<file path="src/rtl/frame_align.sv">
// Frame-clock word aligner: issues ISERDES bitslip pulses until the deserialized
// frame word matches FRAME_PATTERN, then monitors lock and re-aligns on loss.
module frame_align #(
  parameter logic [7:0] FRAME_PATTERN = 8'hF0,
  parameter int         SETTLE_CYCLES = 4,
  parameter int         MATCH_CYCLES  = 16,
  parameter int         MAX_SLIPS     = 8,
  parameter int         LOSS_CYCLES   = 4
) (
  input  logic       adc_clk,
  input  logic       rst_adc,
  input  logic       align_start,
  input  logic [7:0] frmData,
  output logic       bitslip,
  output logic       aligned,
  output logic       align_err,
  output logic [3:0] slip_count
);

  localparam int SW = (SETTLE_CYCLES > 1) ? $clog2(SETTLE_CYCLES) : 1;
  localparam int MW = (MATCH_CYCLES > 1) ? $clog2(MATCH_CYCLES) : 1;
  localparam int LW = (LOSS_CYCLES > 1) ? $clog2(LOSS_CYCLES) : 1;

  typedef enum logic [2:0] {
    IDLE,
    SETTLE,
    CHECK,
    SLIP,
    LOCKED,
    FAIL
  } state_t;

  state_t          state_reg, state_next;
  logic [SW-1:0]   settle_reg, settle_next;
  logic [MW-1:0]   match_reg, match_next;
  logic [LW-1:0]   loss_reg, loss_next;
  logic [3:0]      slip_reg, slip_next;
  logic            bitslip_reg, bitslip_next;
  logic            aligned_reg, aligned_next;
  logic            err_reg, err_next;
  logic            pattern_hit;

  assign pattern_hit = (frmData == FRAME_PATTERN);

  always_ff @(posedge adc_clk or posedge rst_adc) begin
    if (rst_adc) begin
      state_reg   <= IDLE;
      settle_reg  <= '0;
      match_reg   <= '0;
      loss_reg    <= '0;
      slip_reg    <= '0;
      bitslip_reg <= 1'b0;
      aligned_reg <= 1'b0;
      err_reg     <= 1'b0;
    end else begin
      state_reg   <= state_next;
      settle_reg  <= settle_next;
      match_reg   <= match_next;
      loss_reg    <= loss_next;
      slip_reg    <= slip_next;
      bitslip_reg <= bitslip_next;
      aligned_reg <= aligned_next;
      err_reg     <= err_next;
    end
  end

  always_comb begin
    state_next   = state_reg;
    settle_next  = settle_reg;
    match_next   = match_reg;
    loss_next    = loss_reg;
    slip_next    = slip_reg;
    bitslip_next = 1'b0;
    aligned_next = aligned_reg;
    err_next     = err_reg;

    case (state_reg)
      IDLE: ;
      SETTLE: begin
        if (settle_reg == SW'(SETTLE_CYCLES - 1)) begin
          state_next = CHECK;
          match_next = '0;
        end else begin
          settle_next = settle_reg + 1'b1;
        end
      end
      CHECK: begin
        if (pattern_hit) begin
          if (match_reg == MW'(MATCH_CYCLES - 1)) begin
            state_next   = LOCKED;
            aligned_next = 1'b1;
            loss_next    = '0;
          end else begin
            match_next = match_reg + 1'b1;
          end
        end else if (slip_reg < 4'(MAX_SLIPS)) begin
          // Slip count is bumped together with the pulse so it reads as "pulses issued".
          state_next   = SLIP;
          bitslip_next = 1'b1;
          slip_next    = slip_reg + 4'd1;
        end else begin
          state_next   = FAIL;
          err_next     = 1'b1;
          aligned_next = 1'b0;
        end
      end
      SLIP: begin
        state_next  = SETTLE;
        settle_next = '0;
      end
      LOCKED: begin
        if (pattern_hit) begin
          loss_next = '0;
        end else if (loss_reg == LW'(LOSS_CYCLES - 1)) begin
          state_next   = SETTLE;
          settle_next  = '0;
          loss_next    = '0;
          aligned_next = 1'b0;
          slip_next    = '0;
        end else begin
          loss_next = loss_reg + 1'b1;
        end
      end
      FAIL: ;
      default: state_next = IDLE;
    endcase

    // A start request wins over whatever the current state decided this cycle.
    if (align_start) begin
      state_next   = SETTLE;
      settle_next  = '0;
      match_next   = '0;
      loss_next    = '0;
      slip_next    = '0;
      bitslip_next = 1'b0;
      aligned_next = 1'b0;
      err_next     = 1'b0;
    end
  end

  assign bitslip    = bitslip_reg;
  assign aligned    = aligned_reg;
  assign align_err  = err_reg;
  assign slip_count = slip_reg;

endmodule
</file>
<file path="config.mk">
export PLATFORM = sky130hd
export DESIGN_NAME = frame_align
export DESIGN_NICKNAME = d
export VERILOG_FILES = /design/src/rtl/frame_align.sv
export SDC_FILE = /design/constraint.sdc
export NUM_CORES = 1
export LEC_CHECK = 0
export ABC_AREA = 1
export CORE_MARGIN = 2
export CORE_UTILIZATION = 40
export CTS_BUF_LIST = sky130_fd_sc_hd__clkbuf_8
export DETAILED_ROUTE_END_ITERATION = 8
export GPL_TIMING_DRIVEN = 0
export PLACE_DENSITY = 0.59
export SLEW_MARGIN = 10
export SYNTH_ARGS = -nofsm -noshare
export SYNTH_HDL_FRONTEND = slang
export SYNTH_SLANG_ARGS = --single-unit
</file>
<file path="constraint.sdc">
create_clock -name adc_clk -period 2.6 [get_ports adc_clk]
set_input_delay 0.26 -clock adc_clk [delete_from_list [all_inputs] [get_ports adc_clk]]
set_output_delay 0.26 -clock adc_clk [all_outputs]
set_load 0.01 [all_outputs]
</file>
==> impl_metrics.ini, run 1 <==
[timing]
maxSlewHeadroom_pct = 53.8
finalMaxSlewViolations = 0
setup_violations = 0
hold_viol_final = 0
setup_slack_ps = 1130
finClkSkew_ps = 1.72
fin_crit_sh_pct = 56.4
tightest_slew_ps = 692
period_needed_ps = 1470
rsz0062_at_grt = false
fmax_ghz = 0.682
final.setup.tns_ps = 0

[route]
wl_mm = 2.28
vias = 1006
drtAntennaViolNets = 0
wl_per_cell_um = 11.2
vias_per_cell = 4.96
dr.pass1.iters = 4
drt_iter0_drc = 33
drc = 0

[placed_design]
port_buffers = 17
pre_cts_ws_ps = 873
routabilityCongestion = 0.786
hpwl_mm = 1.78
placed_cells = 200

[logic_synthesis]
synth.most_common_cell = nand2_1
yosysUniqueCellTypes = 24
syn_nets = 167
ys_warn_count = 0
ys_seq_elements = 18
synthFlopType = dfrtp_1
avgSynthCellArea_um2 = 7.26
ys_top_cells_by_count = nand2_1, dfrtp_1, inv_1
synth_top_area_cell = dfrtp_1
yosysSeqAreaShare_pct = 40.8
synth_top_area_share_pct = 40.8
synth_edf_count = 0
synthesis.area_um2 = 1100
async_flop_share_pct = 100
synthCells = 152
synth_area_leaders = dfrtp_1, nand2_1, nand3_1

[global_route]
gr-usage-met3_pct = 3.23
grt_first_pass_wirelength_mm = 3.95
track_usage_pct = 15.8
grt_overflow_total = 0
gr-usage-met2_pct = 25.6
antenna_found_initial = 0
top_usage_layer = met2
grt_use_met1_pct = 20.3
grt_pass1_vias = 933
grt_max_degree = 19

[power_and_ir_drop]
irDropWorstVdd_mv = 0.521
power_density_nw_per_um2 = 617
p_leak_uw = 0.000717

[critical_path]
cp.required_ps = 2740
startpoint_type = input pin
critPathMaxFanout = 8
critPathCaptureType = register
arrival_ps = 1610
path_class = input pin to register

[cts]
postCtsSetupBuffers = 0
path_clk_slew_ps = 60
cts_tree = yes
clk_path_buf_depth = 2
root_buffer = clkbuf_8
cts.sinks = 18
cts_hold_buf = 0
cts_buffers = 3
clock_latency_ps = 250
clock_tree.htree_level_count = 1
ctsResizeCount = 0

[floorplanning]
core_region_area_um2 = 2690
io_pins = 18
die_w_um = 56.5
fp.dieH_um = 56.5
initial_core_util_pct = 41.1
fp.dieArea_um2 = 3200
fp-row-count = 19

[finish]
final_layout_size_suffix_gt1_share_pct = 7.56
nets = 189
stdcell_count = 203
area.growth.synth_to_final_pct = 22.7
num_antenna_cells = 0
fillers = 274

[status]
status = finished clean

[flow_run]
maxCapViolCount = 0

[hold_path]
hold_class = input pin to asynchronous set/reset pin
==> stage by stage <==
step / util (%) / hold slack [ps] / cell area [µm²] / power, µW
after floorplan: - / 199 / 1100 / 563
after global placement: 48.9 / 459 / 1310 / 639
after detailed placement: 48.9 / 479 / 1310 / 648
after CTS: 50.4 / 438 / 1350 / 842
after global routing: 50.4 / 491 / 1350 / 898
final: 50.4 / 413 / 1350 / 835
==> critical path: stages <==
cell	delay (ps)
clkdlybuf4s50_1	550
inv_2	190
nand2_1	70
nor2_1	130
nand2_1	150
nand2_1	120
nor2_1	50
nand2_1	50
nand2_1	50
==> power breakdown <==
group	internal [µW]	total [µW]	switching, µW
clock network	103	190	87.3
registers	317	355	37.9
logic	112	290	178
total	532	835	303
==> cell usage in the layout, fill, tap and decap left out <==
cell type	n
a21oi_1	1
clkbuf_8	3
clkdlybuf4s50_1	17
dfrtp_1	18
ha_1	4
inv_1	18
inv_2	3
nand2_1	53
nand2_2	1
nand3_1	15
nand3_2	1
nand3_4	1
nand3b_1	1
nand4_1	5
nor2_1	12
nor2_2	1
nor2_4	1
o211ai_2	1
o21a_1	1
o21ai_0	7
o21ai_1	2
o21bai_1	1
o31ai_1	1
or2_0	1
or2_2	1
xor2_1	2
==> logic make-up (layout without fill, tap and decap cells) <==
kind of cell               after synthesis  in the layout  synth area share [%]
and+or+nand+nor                         93             93                  38.2
buffers and inverters                   21             41                  7.14
DFF                                     18             18                  40.8
AOI/OAI and AO/OA                       14             14                  7.71
adders and majority gates                4              4                  4.54
xor gates and xnor gates                 2              2                  1.59
==> layer usage <==
layer	wire length [µm]	share of wire [%]
met5	0	0
met4	41	1.8
met3	60	2.6
met2	1090	48
met1	1090	48
==> final timing paths <==
| kind | startpoint | to | slack, ps | cells after the start |
|---|---|---|---|---|
| hold reg to reg | loss_reg[1]$_DFFE_PP0P_ | loss_reg[1]$_DFFE_PP0P_ | 490 | 2 |
| setup / recovery | align_start | aligned$_DFFE_PP0P_ | 1130 | 9 |
| setup reg to reg | match_reg[0]$_DFFE_PP0P_ | aligned$_DFFE_PP0P_ | 1140 | 9 |
| min in group adc_clk | loss_reg[1]$_DFFE_PP0P_ | loss_reg[1]$_DFFE_PP0P_ | 490 | 2 |
| max in group asynchronous | rst_adc | state_reg[2]$_DFFE_PP0P_ | 1750 | 2 |
| hold / removal | rst_adc | bitslip$_DFF_PP0_ | 410 | 2 |
==> final cells by class <==
class	instances	area, µm²	area share (%)
Sequential cell	18	450	33.3
Timing Repair Buffer	17	170	12.6
Inverter	21	78.8	5.82
Clock buffer	3	41.3	3.05
Tap cell	31	38.8	2.87
Multi-Input combinational cell	113	574	42.4
No activity file was read; power rests on OpenSTA's default activity.
==> run 2, diff against run 1 <==
==> constraint.sdc (replaced) <==
create_clock -name adc_clk -period 1.39 [get_ports adc_clk]
set_input_delay 0.139 -clock adc_clk [delete_from_list [all_inputs] [get_ports adc_clk]]
set_output_delay 0.139 -clock adc_clk [all_outputs]
set_load 0.01 [all_outputs]
==> run 2 against run 1 <==
- first-iteration DRC count is 12% lower
- sequential share of layout area is 2.4 points lower
- via count rose by 4.0%
- hold slack lost 120 ps
- combinational power rose by 130%
- die area is the same
- critical path type is now register to register
==> impl_metrics.ini, run 2 (synthesis gave the netlist of run 1 again) <==
[cts]
clock_latency_ps = 250
clk_path_buf_depth = 2
clock_tree.htree_level_count = 1
cts_buffers = 3
root_buffer = clkbuf_8
path_clk_slew_ps = 60
cts_tree = yes
cts.sinks = 18

[route]
drt_iter0_drc = 29
wl_per_cell_um = 11.2
wl_mm = 2.36
vias_per_cell = 4.96
drtAntennaViolNets = 0
drc = 0
dr.pass1.iters = 4
vias = 1046

[global_route]
grt_pass1_vias = 974
grt_first_pass_wirelength_mm = 4.08
grt_max_degree = 19
track_usage_pct = 16.3
grt_overflow_total = 0
antenna_found_initial = 0

[critical_path]
cp_slowest_stage_delay_ps = 420
reg2regPathDepth = 9
r2r-start = match_reg[1]$_DFFE_PP0P_
critPathMaxFanout = 5
cp_common_cell = nand2_1
cpMaxStageDelayCell = dfrtp_1
critPathCaptureType = register
startpoint_type = register
arrival_ps = 1490
r2r_setup_slack_ps = 40
path_class = register to register
crit_chain = ha_2, nand3_1, nand2_1, nor2_2, nand2_2, nand2_1, nor2_1, nand2_1, nand2_1
cp.required_ps = 1530
timing.rr.end = aligned$_DFFE_PP0P_

[timing]
period_needed_ps = 1350
timing.hold.ws_ps = 292
hold_viol_final = 0
finClkSkew_ps = 1.59
tightest_slew_ps = 693
final.setup.tns_ps = 0
fin_crit_sh_pct = 97.4
setup_violations = 0
fmax_ghz = 0.739
rsz0062_at_grt = true
finalMaxSlewViolations = 0
maxSlewHeadroom_pct = 53.7

[finish]
fillers = 263
area.growth.synth_to_final_pct = 32.2
final_layout_size_suffix_gt1_share_pct = 17.2
num_antenna_cells = 0
final_common_cell = nand2_1
layout_common_cells = nand2_1, dfrtp_1, inv_1, clkdlybuf4s50_1, nand3_1
nets = 197

[floorplanning]
core_region_area_um2 = 2690
io_pins = 18
die_w_um = 56.5
initial_core_util_pct = 41.1
fp.dieArea_um2 = 3200
fp-row-count = 19
fp.dieH_um = 56.5

[flow_run]
maxCapViolCount = 0

[power_and_ir_drop]
power_density_nw_per_um2 = 1160
p_leak_uw = 0.000774
irDropWorstVdd_mv = 1.06
fin_total_pwr_uw = 1690

[placed_design]
routabilityCongestion = 0.786
port_buffers = 17
hpwl_mm = 1.78

[status]
status = finished clean

[hold_path]
hold_class = input pin to asynchronous set/reset pin
==> run 2: changes by cell type in the layout (fill, tap and decap cells not counted), sizes merged <==
cell           delta
buf               +8
clkdlybuf4s50     -1
dlymetal6s2s      +1
==> run 2: timing repair <==
action / 4_1_cts / 5_1_grt
pin swaps: 2 / 6
hold buffers: 0 / 0
setup buffers: 6 / 2
endpoints found under the setup margin: 13 / 15
gates resized for setup: 4 / 11
==> run 2: report_power, final <==
group / internal [µW] / leakage (µW) / switching [µW]
clock: 192 / 0.0000216 / 163
sequential: 593 / 0.000246 / 55.4
combinational: 294 / 0.000506 / 388
total: 1080 / 0.000774 / 606
==> run 2: how the worst max path moves through the flow <==
stage                             startpoint  slack [ps]                         to  cells after the start
finish              match_reg[1]$_DFFE_PP0P_          40        aligned$_DFFE_PP0P_                      9
CTS                 state_reg[1]$_DFFE_PP0P_          10  slip_count[0]$_DFFE_PP0P_                      7
global route        match_reg[1]$_DFFE_PP0P_         -40        aligned$_DFFE_PP0P_                      9
detailed placement               align_start        -220        aligned$_DFFE_PP0P_                      8
global placement                 align_start        -240        aligned$_DFFE_PP0P_                      8
floorplan           match_reg[0]$_DFFE_PP0P_          80        aligned$_DFFE_PP0P_                      9
==> run 2: layout make-up <==
cell class                 instances  area (µm²)  share of cell area, %
sequential                        18         450                   30.9
multi-input combinational        113         613                   42.0
inverter                          21        78.8                   5.40
timing repair buffer              25         236                   16.2
clock buffer                       3        41.3                   2.83
tap                               31        38.8                   2.66
==> run 2: through the flow <==
step | std cells | area (µm²) | utilization [%] | setup slack, ps
2_1_floorplan | 152 | 1100 | - | 83.6
3_3_place_gp | 200 | 1310 | 48.9 | -240
3_5_place_dp | 200 | 1310 | 48.9 | -216
4_1_cts | 209 | 1410 | 52.5 | 15.0
5_1_grt | 211 | 1460 | 54.3 | -36.8
6_report | 211 | 1460 | 54.3 | 36.1
==> run 2: routing by layer <==
| layer | GRT usage, % | up-vias | wire [µm] |
|---|---|---|---|
| met5 | 0 | - | 0 |
| met4 | 7.82 | 0 | 41 |
| met3 | 3.23 | 5 | 59 |
| met2 | 26.2 | 12 | 1170 |
| met1 | 20.9 | 484 | 1090 |
| li1 | - | 545 | - |
==> run 2: worst max-delay path: cells and delay by family (launching register included) <==
kind                     cells  cell delay (ps)
adder cells (fa/ha/maj)      1              220
flip-flops                   1              420
AND/OR/NAND/NOR              8              610
==> run 3, diff against run 2 <==
--- a/config.mk
+++ b/config.mk
@@ -12,6 +12,7 @@
 export DETAILED_ROUTE_END_ITERATION = 8
 export GPL_TIMING_DRIVEN = 0
 export PLACE_DENSITY = 0.59
+export SKIP_LAST_GASP = 1
 export SLEW_MARGIN = 10
 export SYNTH_ARGS = -nofsm -noshare
 export SYNTH_HDL_FRONTEND = slang
==> constraint.sdc (replaced) <==
create_clock -name adc_clk -period 1.3 [get_ports adc_clk]
set_input_delay 0.13 -clock adc_clk [delete_from_list [all_inputs] [get_ports adc_clk]]
set_output_delay 0.13 -clock adc_clk [all_outputs]
set_load 0.01 [all_outputs]
==> run 3 against run 2 <==
- maximum frequency increased by 0.51%
- clock power increased by 6.7%
- flip-flop and latch count unchanged
- cell area increased by 13%
- core utilization increased by 7.3 points
- the flow now finishes with violations (negative setup slack)
==> impl_metrics.ini, run 3 (synthesis gave the netlist of run 1 again) <==
[status]
status = complete, but fails checks
failed_checks = negative setup slack

[timing]
finalMaxSlewViolations = 0
setup_slack_ps = -47.1
fin_crit_sh_pct = 104
setup_violations = 9
maxSlewHeadroom_pct = 54.0
tightest_slew_ps = 689
period_needed_ps = 1350
hold_viol_final = 0
rsz0062_at_grt = true
fmax_ghz = 0.742
finClkSkew_ps = 5.39

[placed_design]
routabilityCongestion = 0.831
hpwl_mm = 1.80
port_buffers = 17
pre_cts_ws_ps = -310
placed_cells = 200

[power_and_ir_drop]
p_leak_uw = 0.000912
irDropWorstVdd_mv = 0.863
power_density_nw_per_um2 = 1170

[finish]
final_layout_size_suffix_gt1_share_pct = 32.6
fillers = 245
num_antenna_cells = 0
area.growth.synth_to_final_pct = 50.0
layout_common_cells = nand2_1, dfrtp_1, inv_1, buf_4
stdcell_count = 221
final_common_cell = nand2_1
final_core_util_pct = 61.6
nets = 207

[route]
drc = 0
dr.pass1.iters = 4
drtAntennaViolNets = 0
wl_per_cell_um = 12.4
vias_per_cell = 4.90
wl_mm = 2.75
drt_iter0_drc = 37
vias = 1083

[flow_run]
maxCapViolCount = 0

[global_route]
grt_pass1_vias = 1073
antenna_found_initial = 0
grt_use_met1_pct = 23.8
gr-usage-met3_pct = 4.38
grt_overflow_total = 0
grt_first_pass_wirelength_mm = 4.73
track_usage_pct = 18.5
top_usage_layer = met2
grt_max_degree = 19
gr-usage-met2_pct = 32.6

[floorplanning]
fp.dieArea_um2 = 3200
die_w_um = 56.5
fp-row-count = 19
fp.dieH_um = 56.5
io_pins = 18
initial_core_util_pct = 41.1
core_region_area_um2 = 2690

[critical_path]
crit_chain = inv_2, nand3_4, nor2_4, buf_4, buf_4, nand3_1, o21ai_1
startpoint_type = register
path_class = register to register
critPathCaptureType = register
cp.required_ps = 1480
r2r-start = state_reg[2]$_DFFE_PP0P_
critPathMaxFanout = 5
cp_common_cell = buf_4
crit_start = state_reg[2]$_DFFE_PP0P_
cp_slowest_stage_delay_ps = 410
cpMaxStageDelayCell = dfrtp_1
arrival_ps = 1530

[cts]
cts_tree = yes
cts_hold_buf = 0
cts_buffers = 3
path_clk_slew_ps = 70
clock_latency_ps = 250
cts.sinks = 18
clock_tree.htree_level_count = 1
clk_path_buf_depth = 2
root_buffer = clkbuf_8

[hold_path]
hold_class = input pin to asynchronous set/reset pin
## run 3: critical path, delay by kind of cell (launching register included)
| kind | cells | cell delay, ps |
|---|---|---|
| AO/OA/AOI/OAI | 1 | 130 |
| flip-flops | 1 | 410 |
| buffers and inverters | 3 | 360 |
| AND/OR/NAND/NOR | 3 | 370 |
## run 3: layer usage
layer	vias to the layer above	wire, µm
met5	-	0
met4	0	31
met3	4	78
met2	14	1440
met1	499	1200
li1	566	-
## run 3: timing repair
| item | 4_1_cts | 5_1_grt |
|---|---|---|
| resized for setup | 21 | 33 |
| cloned | 0 | 0 |
| setup buffers | 8 | 11 |
| pin swaps | 8 | 23 |
| setup endpoints to repair | 18 | 21 |
## run 3: through the flow
| stage | hold WS (ps) | instance area [µm²] | total power [µW] | setup TNS, ps |
|---|---|---|---|---|
| detailed placement | 478 | 1320 | 1290 | -3990 |
| floorplan | 68.6 | 1110 | 1130 | 0 |
| CTS | 314 | 1470 | 1810 | -71.5 |
| finish | 281 | 1660 | 1930 | -208 |
| global route | 361 | 1660 | 2070 | -1590 |
| global placement | 458 | 1320 | 1280 | -4040 |
## run 3: where the power goes
part           switching [µW]  internal (µW)  total, µW
Combinational             477            369        846
Sequential               69.4            638        707
Clock                     174            206        380
Total                     721           1210       1930
## run 3: layout make-up
class | count | area [µm²] | area share [%]
well taps | 31 | 38.8 | 2.34
flip-flops and latches | 18 | 452 | 27.3
inverters | 21 | 83.8 | 5.06
multi-input cells | 113 | 707 | 42.7
repair buffers | 35 | 333 | 20.1
clock buffers | 3 | 41.3 | 2.49
## run 3: final timing paths
kind / cells after the start / to / slack [ps]
max: 7 / match_reg[3]$_DFFE_PP0P_ / -50
min: 2 / match_reg[1]$_DFFE_PP0P_ / 280
max reg2reg: 7 / match_reg[3]$_DFFE_PP0P_ / -50
min reg2reg: 2 / loss_reg[1]$_DFFE_PP0P_ / 480
max in group asynchronous: 2 / state_reg[0]$_DFFE_PP0P_ / 540
min in group adc_clk: 2 / loss_reg[1]$_DFFE_PP0P_ / 480
